[config.mk]
export PLATFORM = sky130hd
export DESIGN_NAME = vanilla_remote_load_latency_monitor
export DESIGN_NICKNAME = d
export VERILOG_FILES = /design/src/rtl/vanilla_remote_load_latency_monitor.sv
export SDC_FILE = /design/constraint.sdc
export NUM_CORES = 2
export LEC_CHECK = 0
export ABC_AREA = 1
export BUFFER_PORTS_ARGS = -buffer_cell sky130_fd_sc_hd__buf_2
export CAP_MARGIN = 10
export CORE_UTILIZATION = 50
export CTS_BUF_LIST = sky130_fd_sc_hd__clkbuf_8 sky130_fd_sc_hd__clkbuf_16
export DETAILED_ROUTE_END_ITERATION = 10
export PLACE_DENSITY = 0.71
export SETUP_SLACK_MARGIN = 0.4
export SLEW_MARGIN = 20
export SYNTH_ARGS = -nofsm -noshare
export SYNTH_HDL_FRONTEND = slang
export SYNTH_SLANG_ARGS = --single-unit
export TNS_END_PERCENT = 5
[constraint.sdc]
create_clock -name clk_i -period 7.3 [get_ports clk_i]
set_clock_uncertainty 0.15 [all_clocks]
set_input_delay 1.095 -clock clk_i [delete_from_list [all_inputs] [get_ports clk_i]]
set_output_delay 1.095 -clock clk_i [all_outputs]
set_load 0.05 [all_outputs]
[src/rtl/vanilla_remote_load_latency_monitor.sv]
// Scoreboard-side latency monitor: timestamps long-latency issues per destination register
// and emits {fp, rd, class, latency} records through a buffered valid/yumi stream on clear.
module vanilla_remote_load_latency_monitor #(
  parameter int unsigned els_p       = 8,
  parameter int unsigned ctr_width_p = 32,
  parameter int unsigned cnt_width_p = 16,
  localparam int unsigned reg_addr_width_lp = 5
) (
  input  logic                         clk_i,
  input  logic                         reset_i,
  input  logic                         issue_v_i,
  input  logic                         issue_fp_i,
  input  logic [reg_addr_width_lp-1:0] issue_rd_i,
  input  logic [2:0]                   issue_class_i,
  input  logic                         int_sb_clear_i,
  input  logic [reg_addr_width_lp-1:0] int_sb_clear_id_i,
  input  logic                         float_sb_clear_i,
  input  logic [reg_addr_width_lp-1:0] float_sb_clear_id_i,
  output logic                         rec_v_o,
  output logic                         rec_fp_o,
  output logic [reg_addr_width_lp-1:0] rec_rd_o,
  output logic [2:0]                   rec_class_o,
  output logic [ctr_width_p-1:0]       rec_latency_o,
  input  logic                         rec_yumi_i,
  output logic [6:0]                   outstanding_o,
  output logic [cnt_width_p-1:0]       orphan_count_o,
  output logic [cnt_width_p-1:0]       drop_count_o,
  output logic                         error_o
);

  localparam int unsigned ptr_w_lp   = $clog2(els_p);
  localparam int unsigned entries_lp = 2 ** (reg_addr_width_lp + 1);

  typedef struct packed {
    logic                         fp;
    logic [reg_addr_width_lp-1:0] rd;
    logic [2:0]                   cls;
    logic [ctr_width_p-1:0]       lat;
  } rec_t;

  logic [ctr_width_p-1:0] now_q;
  logic [entries_lp-1:0]  valid_q, valid_d;
  logic [2:0]             class_q [entries_lp];
  logic [ctr_width_p-1:0] ts_q    [entries_lp];
  rec_t                   mem_q   [els_p];
  logic [ptr_w_lp-1:0]    rd_ptr_q, wr_ptr_q;
  logic [ptr_w_lp:0]      count_q, count_d, free_space;
  logic [cnt_width_p-1:0] orphan_q, drop_q;
  logic                   error_q;

  logic [reg_addr_width_lp:0] iss_idx, int_idx, flt_idx;
  logic int_hit, flt_hit, int_orphan, flt_orphan, err_set;
  logic pop, push_int, push_flt;
  rec_t int_rec, flt_rec;

  function automatic logic [cnt_width_p-1:0] sat_add(input logic [cnt_width_p-1:0] a,
                                                     input logic [1:0] b);
    logic [cnt_width_p:0] s;
    s = {1'b0, a} + (cnt_width_p + 1)'(b);
    return s[cnt_width_p] ? '1 : s[cnt_width_p-1:0];
  endfunction

  always_comb begin
    iss_idx    = {issue_fp_i, issue_rd_i};
    int_idx    = {1'b0, int_sb_clear_id_i};
    flt_idx    = {1'b1, float_sb_clear_id_i};
    int_hit    = int_sb_clear_i & valid_q[int_idx];
    flt_hit    = float_sb_clear_i & valid_q[flt_idx];
    int_orphan = int_sb_clear_i & ~valid_q[int_idx];
    flt_orphan = float_sb_clear_i & ~valid_q[flt_idx];
    // A clear of the same register in this cycle retires the old entry first.
    err_set = issue_v_i & valid_q[iss_idx]
            & ~(int_hit & (iss_idx == int_idx)) & ~(flt_hit & (iss_idx == flt_idx));

    int_rec = '{fp: 1'b0, rd: int_sb_clear_id_i, cls: class_q[int_idx],
                lat: now_q - ts_q[int_idx]};
    flt_rec = '{fp: 1'b1, rd: float_sb_clear_id_i, cls: class_q[flt_idx],
                lat: now_q - ts_q[flt_idx]};

    // Free space counts the slot released by this cycle's pop; int record wins a lone slot.
    pop        = rec_yumi_i & (count_q != '0);
    free_space = (ptr_w_lp + 1)'(els_p) - count_q + (ptr_w_lp + 1)'(pop);
    push_int   = int_hit & (free_space != '0);
    push_flt   = flt_hit & (free_space > (ptr_w_lp + 1)'(push_int));
    count_d    = count_q - (ptr_w_lp + 1)'(pop) + (ptr_w_lp + 1)'(push_int)
               + (ptr_w_lp + 1)'(push_flt);

    valid_d = valid_q;
    if (int_sb_clear_i)   valid_d[int_idx] = 1'b0;
    if (float_sb_clear_i) valid_d[flt_idx] = 1'b0;
    if (issue_v_i)        valid_d[iss_idx] = 1'b1;
  end

  always_ff @(posedge clk_i or posedge reset_i) begin
    if (reset_i) begin
      now_q    <= '0;
      valid_q  <= '0;
      rd_ptr_q <= '0;
      wr_ptr_q <= '0;
      count_q  <= '0;
      orphan_q <= '0;
      drop_q   <= '0;
      error_q  <= 1'b0;
    end else begin
      now_q    <= now_q + 1'b1;
      valid_q  <= valid_d;
      rd_ptr_q <= rd_ptr_q + ptr_w_lp'(pop);
      wr_ptr_q <= wr_ptr_q + ptr_w_lp'(push_int) + ptr_w_lp'(push_flt);
      count_q  <= count_d;
      orphan_q <= sat_add(orphan_q, {1'b0, int_orphan} + {1'b0, flt_orphan});
      drop_q   <= sat_add(drop_q, {1'b0, int_hit & ~push_int} + {1'b0, flt_hit & ~push_flt});
      error_q  <= error_q | err_set;
    end
  end

  // Payload storage needs no reset: valid bits and the FIFO count gate every use.
  always_ff @(posedge clk_i) begin
    if (issue_v_i) begin
      class_q[iss_idx] <= issue_class_i;
      ts_q[iss_idx]    <= now_q;
    end
    if (push_int) mem_q[wr_ptr_q] <= int_rec;
    if (push_flt) mem_q[wr_ptr_q + ptr_w_lp'(push_int)] <= flt_rec;
  end

  always_comb begin
    outstanding_o = '0;
    for (int i = 0; i < int'(entries_lp); i++) outstanding_o += 7'(valid_q[i]);
  end

  assign rec_v_o        = (count_q != '0);
  assign rec_fp_o       = mem_q[rd_ptr_q].fp;
  assign rec_rd_o       = mem_q[rd_ptr_q].rd;
  assign rec_class_o    = mem_q[rd_ptr_q].cls;
  assign rec_latency_o  = mem_q[rd_ptr_q].lat;
  assign orphan_count_o = orphan_q;
  assign drop_count_o   = drop_q;
  assign error_o        = error_q;

endmodule

Yosys cells after proc, flatten, opt, wreduce, memory -nomap -nowiden
Memories as Yosys holds them, arrays and structs flattened. Index checks and enable logic that the tools add are counted.

Register bits after elaboration: 139. Bits in writable memories: 2568. Input port bits: 25. Output and inout bits: 82. Word-level logic and storage cells: 152. Memories: 3.

Memories: ts_q (words 64, bits a word 32, read ports 2, clocked after Yosys merged registers in 0, write ports 1, RTL line 44) `logic [ctr_width_p-1:0] ts_q [entries_lp];`; mem_q (words 8, bits a word 41, read ports 1, clocked after Yosys merged registers in 0, write ports 2, RTL line 45) `rec_t mem_q [els_p];`; class_q (words 64, bits a word 3, read ports 2, clocked after Yosys merged registers in 0, write ports 1, RTL line 43) `logic [2:0] class_q [entries_lp];`.

Add/subtract/negate cells: 78. $lt $le $gt $ge: 7. Eq/ne operators: 2. Multiplexer cells: 23. Bitwise logic cells: 26. Reductions and logical operators: 5.

Operator list (count): adder 7 x 1 -> 7 bit (57); 2-to-1 mux 64 bit (3); AND 64 bit (2); NOT 32 -> 64 bit (1); NOT 64 bit (1); OR 64 bit (1); subtractor 32 bit (2); adder 16 x 2 -> 17 bit (2); adder 32 x 1 -> 32 bit (second input constant) (1); 2-to-1 mux 16 bit (2); AND 1 bit (14); < comparator 6 x 7 -> 1 bit (second input constant) (2); adder 4 x 1 -> 4 bit (3); >= comparator 6 x 1 -> 1 bit (second input constant) (2); 2-to-1 mux 1 bit (12); binary-select mux 1 bit (select 5 bit) (2); demux 1 bit (select 5 bit) (2); adder 3 x 1 -> 3 bit (3); nonzero test 4 bit (2); adder 6 x 1 -> 7 bit (1); < comparator 5 x 7 -> 1 bit (second input constant) (1); adder 1 x 1 -> 2 bit (3); adder 5 x 1 -> 6 bit (1); binary-select mux 1 bit (select 6 bit) (1); 13 further kinds (20).

Longest topological paths before layout
Depth in word-level cells: 63. Depth in mapped cells: 27. Gate-level depth less buffers: 27.

Worst setup path before layout
OpenSTA, ideal clock, no wires.

Path type: register to output. Start: register valid_q[53]. End: output outstanding_o[4]. Data arrival time: 6.208 ns. Data required time: 6.055 ns. Setup slack: -0.153 ns. Stages on the path, launching flop included: 21. Path buffers: 0. Cells stage by stage: dfrtp_1 > fa_1 > inv_1 > fa_1 > inv_1 > fa_1 > inv_1 > fa_1 > inv_1 > fa_1 > inv_1 > fa_1 > fa_1 > fa_1 > inv_1 > ha_1 > fa_1 > a21oi_1 > nor2_1 > nor2_1 > xor2_1.

Word-level cells in the longest chain between the ends: 11.

Ends and longest elaborated chain: start: declaration (RTL line 42) `logic [entries_lp-1:0] valid_q, valid_d;`; start signal: assignment (RTL line 106) `valid_q <= valid_d;`; adder 7 x 1 -> 7 bit (11 in a row) (RTL line 128) `for (int i = 0; i < int'(entries_lp); i++) outstanding_o += 7'(valid_q[i]);`; end: declaration (RTL line 25) `output logic [6:0] outstanding_o,`.

No other way between the ends.

Final worst setup path
Same ends and word-level chain as after synthesis.

==> impl_results.md <==
* GRT Total Usage at 31.1%
* Worst path slowest cell: fa_1
* Share of cells above drive strength 1 at 11.5%
* Drt pass-1 iters at 10
* Gpl congestion at 0.941
* RSZ-0062 raised after global routing: true
* Post-Route Setup TNS at -4.00 ns
* Syn Area/Cell at 12.6 sq um
* # IOs at 107
* Sw Share at 36.6%
* Top cell by count, worst path: fa_1
* Final Hold Fails at 0
* Top post-synthesis cells by count: edfxtp_1 (2560), nand2_1 (2391), a22oi_1 (993), nor2_1 (553), o21ai_0 (398)
* Setup crit start kind: flip-flop
* Residual DRC at 0
* Crit Path Class: flip-flop to output port
* P_int at 32.3 mW
* Clock share of power at 26.6%
* Yosys cell types at 46
* Yosys top cell area share at 68.2%
* GRT overflow at 0
* Final period util at 111%
* Gate Count Post-Synth at 8970
* Cell Area, Synth at 0.113 sq mm
* Clk sink count at 2707
* Max-Cap Viols at 0
* Status: finished, violations left
* Post-route ant nets at 0
* Multi-input combinational cell area at 0.0298 sq mm
* Root Buffer: clkbuf_16
* FF-to-FF End: drop_count_o[14]
* Fin area at 0.128 sq mm
* Post-layout net count at 9462
* Clk_lat worst skew at 0.98 ns
* Post-layout minimum cycle time at 8.14 ns
* Core Area at 0.223 sq mm
* Register area at 0.0806 sq mm
* Worst setup margin at -0.838 ns
* Comb power frac at 39.6%
* CP max stage delay at 0.54 ns
* Largest net degree at the start of global routing at 129
* Vias in the first global route at 75000
* CP max FO at 2
* WP data required at 6.05 ns
* Asr flop ratio synth at 5.13%
* Final Total Pwr at 51.0 mW
* Die area at 0.227 sq mm
* Count leader, synth: edfxtp_1
* Hold Crit Class: input port to async pin
* Initial antenna violation count at 28
* R2R depth at 26
* Relative slew slack at 17.2%
* Clk buf depth at 4
* Critical Path AT at 6.89 ns
* Fill count at 17300
* Synth Warn # at 0
* Rows at 173
* Post-synth EDFFs at 2560
* Final WL at 361000 um
* R2R Setup Slk at 1.68 ns
* Leakage power at 50.8 nW
* Iteration-0 DRC Markers at 11700
* Dominant synthesized flop cell: edfxtp_1
* CTS H-tree lvls at 5
* Area after DPL at 0.119 sq mm
* #FFs+latches synth at 2707
* CTS tree: yes
* Setup crit end kind: output port
* Worst r2r src: count_q[2]
* # hold bufs at CTS at 0
* Syn Nets at 9149
* Initial Util at 50.5%
* Slew of the pin with the lowest slew margin at 1.24 ns
* Peak supply drop at 5240 uV
* Slew Limit Fails at 0
* Worst path cell trace: fa_1 > inv_1 > fa_1 > inv_1 > fa_1 > inv_2 > fa_1 > inv_1 > fa_1 > inv_1 > fa_1 > fa_2 > fa_1 > inv_2 > ha_4 > fa_2 > a21oi_2 > nor2_1 > nor2_2 > buf_6 > xor2_4 > buf_8
* Power per cell area at 399 mW/mm^2
* Register area share after synthesis at 71.4%
* Largest cells by area after synthesis: edfxtp_1 (68%), nand2_1 (8.0%), a22oi_1 (6.6%), dfrtp_1 (3.1%), nor2_1 (1.8%)
* Via density per instance at 6.30
* Failing checks: setup timing
* Die X at 477 um
* Post-place setup slack at -0.0151 ns
* HPWL after detailed placement at 213000 um
* Area growth from synthesis to layout at 13.4%
* Worst Setup EP: outstanding_o[4]
* Switching power at 18.7 mW
* Yosys top cell by area: edfxtp_1
* Finish-stage setup viols at 6
* Routed len/inst at 28.9 um
* Chip height at 477 um
* Num CTS Buffers at 286
* First-pass GRT wire length at 518000 um
* Seq pwr share at 33.8%
* Port Buffers at 106
* CTS clk-pin slew, worst paths at 0.06 ns
* CP Launch Point: valid_q[53]
* Via count at 78500
* Maximum clock frequency at 123 MHz
## power groups by stage
stage	registers, mW	logic [mW]	clock network [mW]
floorplan	17.6	9.59	0
global placement	17.6	15.4	0
detailed placement	17.6	15.4	0
CTS	17.3	20.0	13.6
global route	17.3	21.3	14.2
finish	17.3	20.2	13.6
## state kept, by name, indices dropped and copies added, names as in the netlist
| register | count |
|---|---|
| now_q | 32 |
| class_q | 192 |
| wr_ptr_q | 3 |
| error_o | 1 |
| valid_q | 64 |
| ts_q | 2048 |
| rd_ptr_q | 3 |
| count_q | 4 |
| mem_q | 328 |
| orphan_count_o | 16 |
| drop_count_o | 16 |
## routing by layer
| metal | vias up | GRT usage [%] | part of all wire [%] |
|---|---|---|---|
| li1 | 33300 | - | - |
| met2 | 5704 | 48.6 | 46 |
| met5 | - | 0 | 0.069 |
| met4 | 38 | 13.2 | 4.8 |
| met3 | 990 | 7.86 | 13 |
| met1 | 38500 | 41.5 | 37 |
## per-stage QoR
step | hold WS, ns | std cells | utilization, %
2_1_floorplan | 0.263 | 8970 | -
3_3_place_gp | 0.273 | 12000 | 53.4
3_5_place_dp | 0.285 | 12000 | 53.4
4_1_cts | 0.214 | 12400 | 57.2
5_1_grt | 0.218 | 12500 | 57.3
6_report | 0.144 | 12500 | 57.3
## timing repair
action                     CTS  global route
resized for setup           24             5
pin swaps                    5             0
buffers inserted             1             0
setup endpoints to repair    7             7
## cell usage in the layout, fill, tap and decap left out, types with 86 or more instances in the layout
cell          n
edfxtp_1   2560
nand2_1    2382
a22oi_1     993
nor2_1      482
o21ai_0     396
buf_4       364
inv_1       353
clkbuf_16   291
a21oi_1     276
nand3_1     111
dfrtp_1     105
buf_2        98
ha_1         92
nor2_4       86
## final cells by class
cell class / count / area share, %
antenna: 9 / 0.0176
clock buffer: 292 / 5.71
clock inverter: 189 / 0.980
inverter: 313 / 0.937
multi-input combinational: 5475 / 23.3
sequential: 2707 / 63.0
tap: 2975 / 2.91
timing repair buffer: 500 / 3.08
## kinds of logic after synthesis
family          share of synthesized area, %
simple gates                            12.0
flops                                   71.4
compound gates                          10.9
buf+inv                                 2.80
fa+ha+maj                               2.11
xor+xnor                               0.762
## worst min-delay path by stage
stage            startpoint               end
6_report            reset_i  drop_count_o[12]
2_1_floorplan  mem_q[1][40]      mem_q[1][40]
3_5_place_dp   mem_q[3][40]      mem_q[3][40]
3_3_place_gp   mem_q[3][40]      mem_q[3][40]
5_1_grt             reset_i  drop_count_o[14]
4_1_cts             reset_i   drop_count_o[8]
## worst max-delay path, delay by kind of cell (launching register included)
family / cells / cell delay, ns
adders and majority gates: 10 / 4.49
buffers and inverters: 8 / 0.60
DFF: 1 / 0.40
and+or+nand+nor: 2 / 0.20
xor gates and xnor gates: 1 / 0.16
AOI/OAI and AO/OA: 1 / 0.12
Power figures use the tool's default switching activity.
